**src/rtl/mult_div_unit.sv**
```systemverilog
// mult_div_unit: sequential 32-bit MULT/MULTU/DIV/DIVU unit with HI/LO registers, one bit per cycle.
// Define MDU_DIV_EN to build the restoring divider; without it DIV/DIVU keep their timing but return zero.
module mult_div_unit (
    input  logic        clk,
    input  logic        rst,
    input  logic        start,
    input  logic [1:0]  op,
    input  logic [31:0] a,
    input  logic [31:0] b,
    input  logic        wr_hi,
    input  logic        wr_lo,
    input  logic [31:0] wdata,
    output logic        busy,
    output logic        done,
    output logic [31:0] hi,
    output logic [31:0] lo
);
    typedef enum logic [1:0] {IDLE, RUN, FIX, DONE} stateType;

    stateType    stateReg, stateNext;
    logic [5:0]  cntReg;
    logic [63:0] accReg, accNext, result, product, mulNext;
    logic [32:0] mulSum;
    logic [31:0] operandReg, hiReg, loReg;
    logic [31:0] aMag, bMag;
    logic        isDivReg, negResultReg;
    logic        accept, isSigned, aNeg, bNeg;
`ifdef MDU_DIV_EN
    logic        negRemReg, divZeroReg, divOk;
    logic [32:0] divShift;
    logic [33:0] divDiff;
    logic [63:0] divNext;
    logic [31:0] quotient, remainder;
`endif

    always_ff @(posedge clk) begin
        if (!rst) begin
            stateReg <= IDLE;
        end else begin
            stateReg <= stateNext;
        end
    end

    always_comb begin
        stateNext = stateReg;
        case (stateReg)
            IDLE:    if (start) stateNext = RUN;
            RUN:     if (cntReg == 6'd31) stateNext = FIX;
            FIX:     stateNext = DONE;
            DONE:    stateNext = start ? RUN : IDLE;
            default: stateNext = IDLE;
        endcase
    end

    always_comb begin
        busy = (stateReg == RUN) || (stateReg == FIX);
        done = (stateReg == DONE);
    end

    // Operands are captured as magnitudes; signs are folded back in during FIX.
    always_comb begin
        isSigned = ~op[0];
        aNeg     = isSigned & a[31];
        bNeg     = isSigned & b[31];
        aMag     = aNeg ? 32'd0 - a : a;
        bMag     = bNeg ? 32'd0 - b : b;
        accept   = start && ((stateReg == IDLE) || (stateReg == DONE));
    end

    // Multiply: accReg holds {partial product, remaining multiplier bits}.
    always_comb begin
        mulSum  = {1'b0, accReg[63:32]} + (accReg[0] ? {1'b0, operandReg} : 33'd0);
        mulNext = {mulSum, accReg[31:1]};
`ifdef MDU_DIV_EN
        // Divide: accReg holds {remainder, dividend/quotient}. The remainder stays
        // below the divisor, so a non-negative difference never sets bit 32.
        divShift = {accReg[63:32], accReg[31]};
        divDiff  = {1'b0, divShift} - {2'b00, operandReg};
        divOk    = ~|divDiff[33:32];
        divNext  = {(divOk ? divDiff[31:0] : divShift[31:0]), accReg[30:0], divOk};
        accNext  = isDivReg ? divNext : mulNext;
`else
        accNext  = mulNext;
`endif
    end

    always_ff @(posedge clk) begin
        if (!rst) begin
            cntReg       <= 6'd0;
            accReg       <= 64'd0;
            operandReg   <= 32'd0;
            isDivReg     <= 1'b0;
            negResultReg <= 1'b0;
`ifdef MDU_DIV_EN
            negRemReg    <= 1'b0;
            divZeroReg   <= 1'b0;
`endif
        end else if (accept) begin
            cntReg       <= 6'd0;
            isDivReg     <= op[1];
            negResultReg <= aNeg ^ bNeg;
            operandReg   <= op[1] ? bMag : aMag;
            accReg       <= op[1] ? {32'd0, aMag} : {32'd0, bMag};
`ifdef MDU_DIV_EN
            negRemReg    <= aNeg;
            divZeroReg   <= op[1] && (b == 32'd0);
`endif
        end else if (stateReg == RUN) begin
            cntReg <= cntReg + 6'd1;
            accReg <= accNext;
        end
    end

    // With a zero divisor the remainder ends up as |a|, so the dividend-sign
    // fix restores the original a; only the quotient needs overriding.
    always_comb begin
        product = negResultReg ? 64'd0 - accReg : accReg;
`ifdef MDU_DIV_EN
        quotient  = divZeroReg ? 32'hFFFF_FFFF
                  : (negResultReg ? 32'd0 - accReg[31:0] : accReg[31:0]);
        remainder = negRemReg ? 32'd0 - accReg[63:32] : accReg[63:32];
        result    = isDivReg ? {remainder, quotient} : product;
`else
        result    = isDivReg ? 64'd0 : product;
`endif
    end

    always_ff @(posedge clk) begin
        if (!rst) begin
            hiReg <= 32'd0;
            loReg <= 32'd0;
        end else if (stateReg == FIX) begin
            hiReg <= result[63:32];
            loReg <= result[31:0];
        end else if (!busy) begin
            if (wr_hi) hiReg <= wdata;
            if (wr_lo) loReg <= wdata;
        end
    end

    assign hi = hiReg;
    assign lo = loReg;
endmodule
```
**config.mk**
```make
export PLATFORM = sky130hd
export DESIGN_NAME = mult_div_unit
export DESIGN_NICKNAME = d
export VERILOG_FILES = /design/src/rtl/mult_div_unit.sv
export SDC_FILE = /design/constraint.sdc
export NUM_CORES = 1
export LEC_CHECK = 0
export BUFFER_PORTS_ARGS = -buffer_cell sky130_fd_sc_hd__buf_2
export CORE_MARGIN = 2
export CORE_UTILIZATION = 38
export DETAILED_ROUTE_END_ITERATION = 8
export GPL_TIMING_DRIVEN = 0
export PLACE_DENSITY_LB_ADDON = 0.15
export SYNTH_ARGS = -nofsm -noshare
export SYNTH_HDL_FRONTEND = slang
export SYNTH_SLANG_ARGS = --single-unit
```
**constraint.sdc**
```tcl
create_clock -name clk -period 9.1 [get_ports clk]
set_clock_uncertainty 0.05 [all_clocks]
set_input_delay 1.82 -clock clk [delete_from_list [all_inputs] [get_ports clk]]
set_output_delay 1.82 -clock clk [all_outputs]
set_load 0.005 [all_outputs]
```
==> results.yml <==
sta:
  final.min_clock_period_ns: 4.14
  tightestPinTransition_ns: 0.885
  fin_tns_setup_ns: 0
  grt_setup_unrepaired: "no"
  slew_viol_final: 0
  setup_viol: 0
  maxSlewHeadroom_pct: 41.0
  timing.final.crit_share_pct: 45.5
  timing.fmax_mhz: 241
  finalHoldViolations: 0
clock_network:
  clock_sinks: 170
  postCtsResizedCells: 0
  clock_tree.htree_level_count: 4
  ctsHoldBuffers: 0
  number_of_buffers_on_the_longest_clock_path: 2
  cts.root.buffer_cell: "sky130_fd_sc_hd__clkbuf_16"
  post-cts-setup-buffers: 0
  worst_setup_hold_path_clk_slew_ns: 0.08
  tritoncts: "done"
  clock_insertion_delay_worst_skew_ns: 0.44
  numCtsBuffers: 17
synthesis:
  seq_area_frac_synth_pct: 28.5
  syn_nets: 1710
  syn_avg_cell_area_um2: 7.64
  netlist_instances: 1564
  unique_masters_post_synth: 65
  synth_top_cells_by_area: "sky130_fd_sc_hd__dfxtp_1 28%, sky130_fd_sc_hd__xnor2_1 6.6%, sky130_fd_sc_hd__nand2_1 5.7%"
  synth-async-reset-ratio_pct: 0
  synth-warning-count: 0
  yosysTopAreaCellShare_pct: 28.5
  synth.ff_latch_count: 170
  synthesis.area_um2: 11900
  synth_enable_flop_cells: 0
  synth_ff_type: "sky130_fd_sc_hd__dfxtp_1"
  yosys.area.top_type: "sky130_fd_sc_hd__dfxtp_1"
drt:
  post_drt_wl_per_cell_um: 22.1
  initialDrtViolationCount: 1177
  detail_route.vias_per_cell: 5.90
  wirelength_um: 47700
  post-route-drc-count: 0
  routed-via-count: 12700
  drt_pass1_iterations: 5
  route.antenna.remaining_nets: 0
global_route:
  grt_first_pass_wirelength_um: 71700
  grt_antenna_before_repair: 0
  vias_in_the_first_global_route: 11900
  grt_max_degree: 20
  globalRouteTotalUtil_pct: 28.3
  global_route.overflow_total: 0
die:
  ios: 169
  placementRows: 64
  initial_core_util_pct: 38.8
  dieArea_um2: 32900
  die-width_um: 181
  core_region_area_um2: 30700
  die_y_um: 181
cells_and_area:
  layout-drive-gt1-share_pct: 14.2
  antenna_cells_inserted: 0
  total_nets_final: 1896
  layout.area.seq_um2: 3400
  final_common_cell: "sky130_fd_sc_hd__nand2_1"
  layout-area-overhead-vs-synth_pct: 16.1
  layout.cells.most_common_list: "182 x sky130_fd_sc_hd__nand2_1, 170 x sky130_fd_sc_hd__dfxtp_1, 167 x sky130_fd_sc_hd__buf_2, 143 x sky130_fd_sc_hd__nor2_1, 132 x sky130_fd_sc_hd__a21oi_1"
  multi_input_comb_area_um2: 8010
  fillers: 3233
critical_path:
  arr_time_crit_path_ns: 4.39
  worst-setup-path-type: "in2reg"
  crit_path_end_kind: "flop"
  crit_path_start_kind: "input port"
  critPathRequiredTime_ns: 9.35
  worstPathMaxFanout: 5
place:
  post-dp-hpwl_um: 38500
  portBuffers: 167
  place_congestion: 1.00
run:
  timing.max_cap.violations: 0
power_and_ir_drop:
  design_power_total_mw: 3.64
  power.net_switching_mw: 1.70
  ir_drop_worst_vdd_mv: 0.146
  p_per_area_nw_per_um2: 262
  seq_power_share_pct: 31.7
  cell_internal_pwr_mw: 1.94
  power_switching_share_pct: 46.8
  static-leakage-power_nw: 5.52
  p_comb_share_pct: 47.7
  power.share.clock_pct: 20.6
min_path:
  hold_class: "reg2reg"
outcome:
  status: "complete, no violations"
-- state kept, by name (all words and copies together) (netlist names) --
register	flops
isDivReg	1
negResultReg	1
cntReg	6
operandReg	32
hi	32
accReg	64
lo	32
stateReg	2
-- stage by stage --
| step | utilization, % | instance area (µm²) | hold WS [ns] | instances | worst slack, ns |
|---|---|---|---|---|---|
| 4_1_cts | 45.1 | 13900 | 0.402 | 2159 | 5.00 |
| 3_5_place_dp | 43.2 | 13300 | 0.394 | 2127 | 4.55 |
| 2_1_floorplan | - | 11900 | 0.367 | 1564 | 4.84 |
| 5_1_grt | 45.1 | 13900 | 0.440 | 2159 | 4.77 |
| 3_3_place_gp | 43.2 | 13300 | 0.389 | 2127 | 4.54 |
| 6_report | 45.1 | 13900 | 0.404 | 2159 | 4.96 |
-- synth_stat cells (19+ instances only) --
| library cell | instances |
|---|---|
| sky130_fd_sc_hd__nand2_1 | 182 |
| sky130_fd_sc_hd__dfxtp_1 | 170 |
| sky130_fd_sc_hd__nor2_1 | 143 |
| sky130_fd_sc_hd__a21oi_1 | 132 |
| sky130_fd_sc_hd__o21ai_0 | 115 |
| sky130_fd_sc_hd__xnor2_1 | 90 |
| sky130_fd_sc_hd__clkbuf_1 | 89 |
| sky130_fd_sc_hd__ha_1 | 42 |
| sky130_fd_sc_hd__mux2i_1 | 42 |
| sky130_fd_sc_hd__xor2_1 | 42 |
| sky130_fd_sc_hd__and2_1 | 39 |
| sky130_fd_sc_hd__nor3_1 | 36 |
| sky130_fd_sc_hd__nand3_1 | 33 |
| sky130_fd_sc_hd__o221ai_1 | 33 |
| sky130_fd_sc_hd__a31oi_1 | 31 |
| sky130_fd_sc_hd__inv_1 | 29 |
| sky130_fd_sc_hd__o31ai_1 | 27 |
| sky130_fd_sc_hd__a211oi_1 | 25 |
| sky130_fd_sc_hd__mux2_2 | 23 |
| sky130_fd_sc_hd__o211ai_1 | 20 |
| sky130_fd_sc_hd__or3_1 | 19 |
-- power by group through the flow --
| stage | logic [mW] | registers, mW | clock network, mW |
|---|---|---|---|
| 2_1_floorplan | 1.11 | 1.09 | 0 |
| 3_3_place_gp | 1.69 | 1.16 | 0 |
| 3_5_place_dp | 1.70 | 1.16 | 0 |
| 4_1_cts | 1.71 | 1.14 | 0.750 |
| 5_1_grt | 1.88 | 1.17 | 0.780 |
| 6_report | 1.74 | 1.15 | 0.749 |
-- critical path: stages --
cell and delay [ns]:
sky130_fd_sc_hd__buf_2 0.12, sky130_fd_sc_hd__or4_1 0.61, sky130_fd_sc_hd__or4_1 0.61, sky130_fd_sc_hd__nor2_1 0.28
sky130_fd_sc_hd__a21oi_1 0.13, sky130_fd_sc_hd__xnor2_1 0.33, sky130_fd_sc_hd__nor3_1 0.10, sky130_fd_sc_hd__a31oi_1 0.29
sky130_fd_sc_hd__a21oi_1 0.11
-- cell type report --
cell class	count	share of cell area [%]
inverter	29	0.785
multi-input combinational	1262	57.7
timing repair buffer	167	6.02
tap	396	3.57
buffer	103	3.08
clock buffer	17	3.07
sequential	170	24.5
clock inverter	15	1.24
-- kinds of logic (layout without fill, tap and decap cells) --
| group | count (synthesis) | count (layout) | share of synthesized area, % |
|---|---|---|---|
| AO/OA/AOI/OAI | 466 | 466 | 24.8 |
| buffers and inverters | 132 | 331 | 4.48 |
| XOR/XNOR | 132 | 132 | 9.68 |
| multiplexers | 65 | 65 | 5.69 |
| flip-flops | 170 | 170 | 28.5 |
| adder cells (fa/ha/maj) | 43 | 43 | 4.57 |
| AND/OR/NAND/NOR | 556 | 556 | 22.3 |
-- per-layer routing --
metal  part of all wire, %  GRT usage [%]  vias up
li1                      -              -     6070
met2                    45           45.8      615
met5                     0              0        -
met4                   3.0           9.17        0
met1                    45           39.0     5997
met3                   7.1           3.51       64
-- final timing paths --
kind | endpoint | depth (start not counted) | startpoint | slack [ns]
setup / recovery | accReg[25] | 9 | b[17] | 4.96
hold / removal | operandReg[1] | 2 | operandReg[1] | 0.40
setup reg to reg | accReg[57] | 13 | accReg[0] | 5.17
hold reg to reg | operandReg[1] | 2 | operandReg[1] | 0.40
Note: power is estimated with default switching activity, not from simulation.
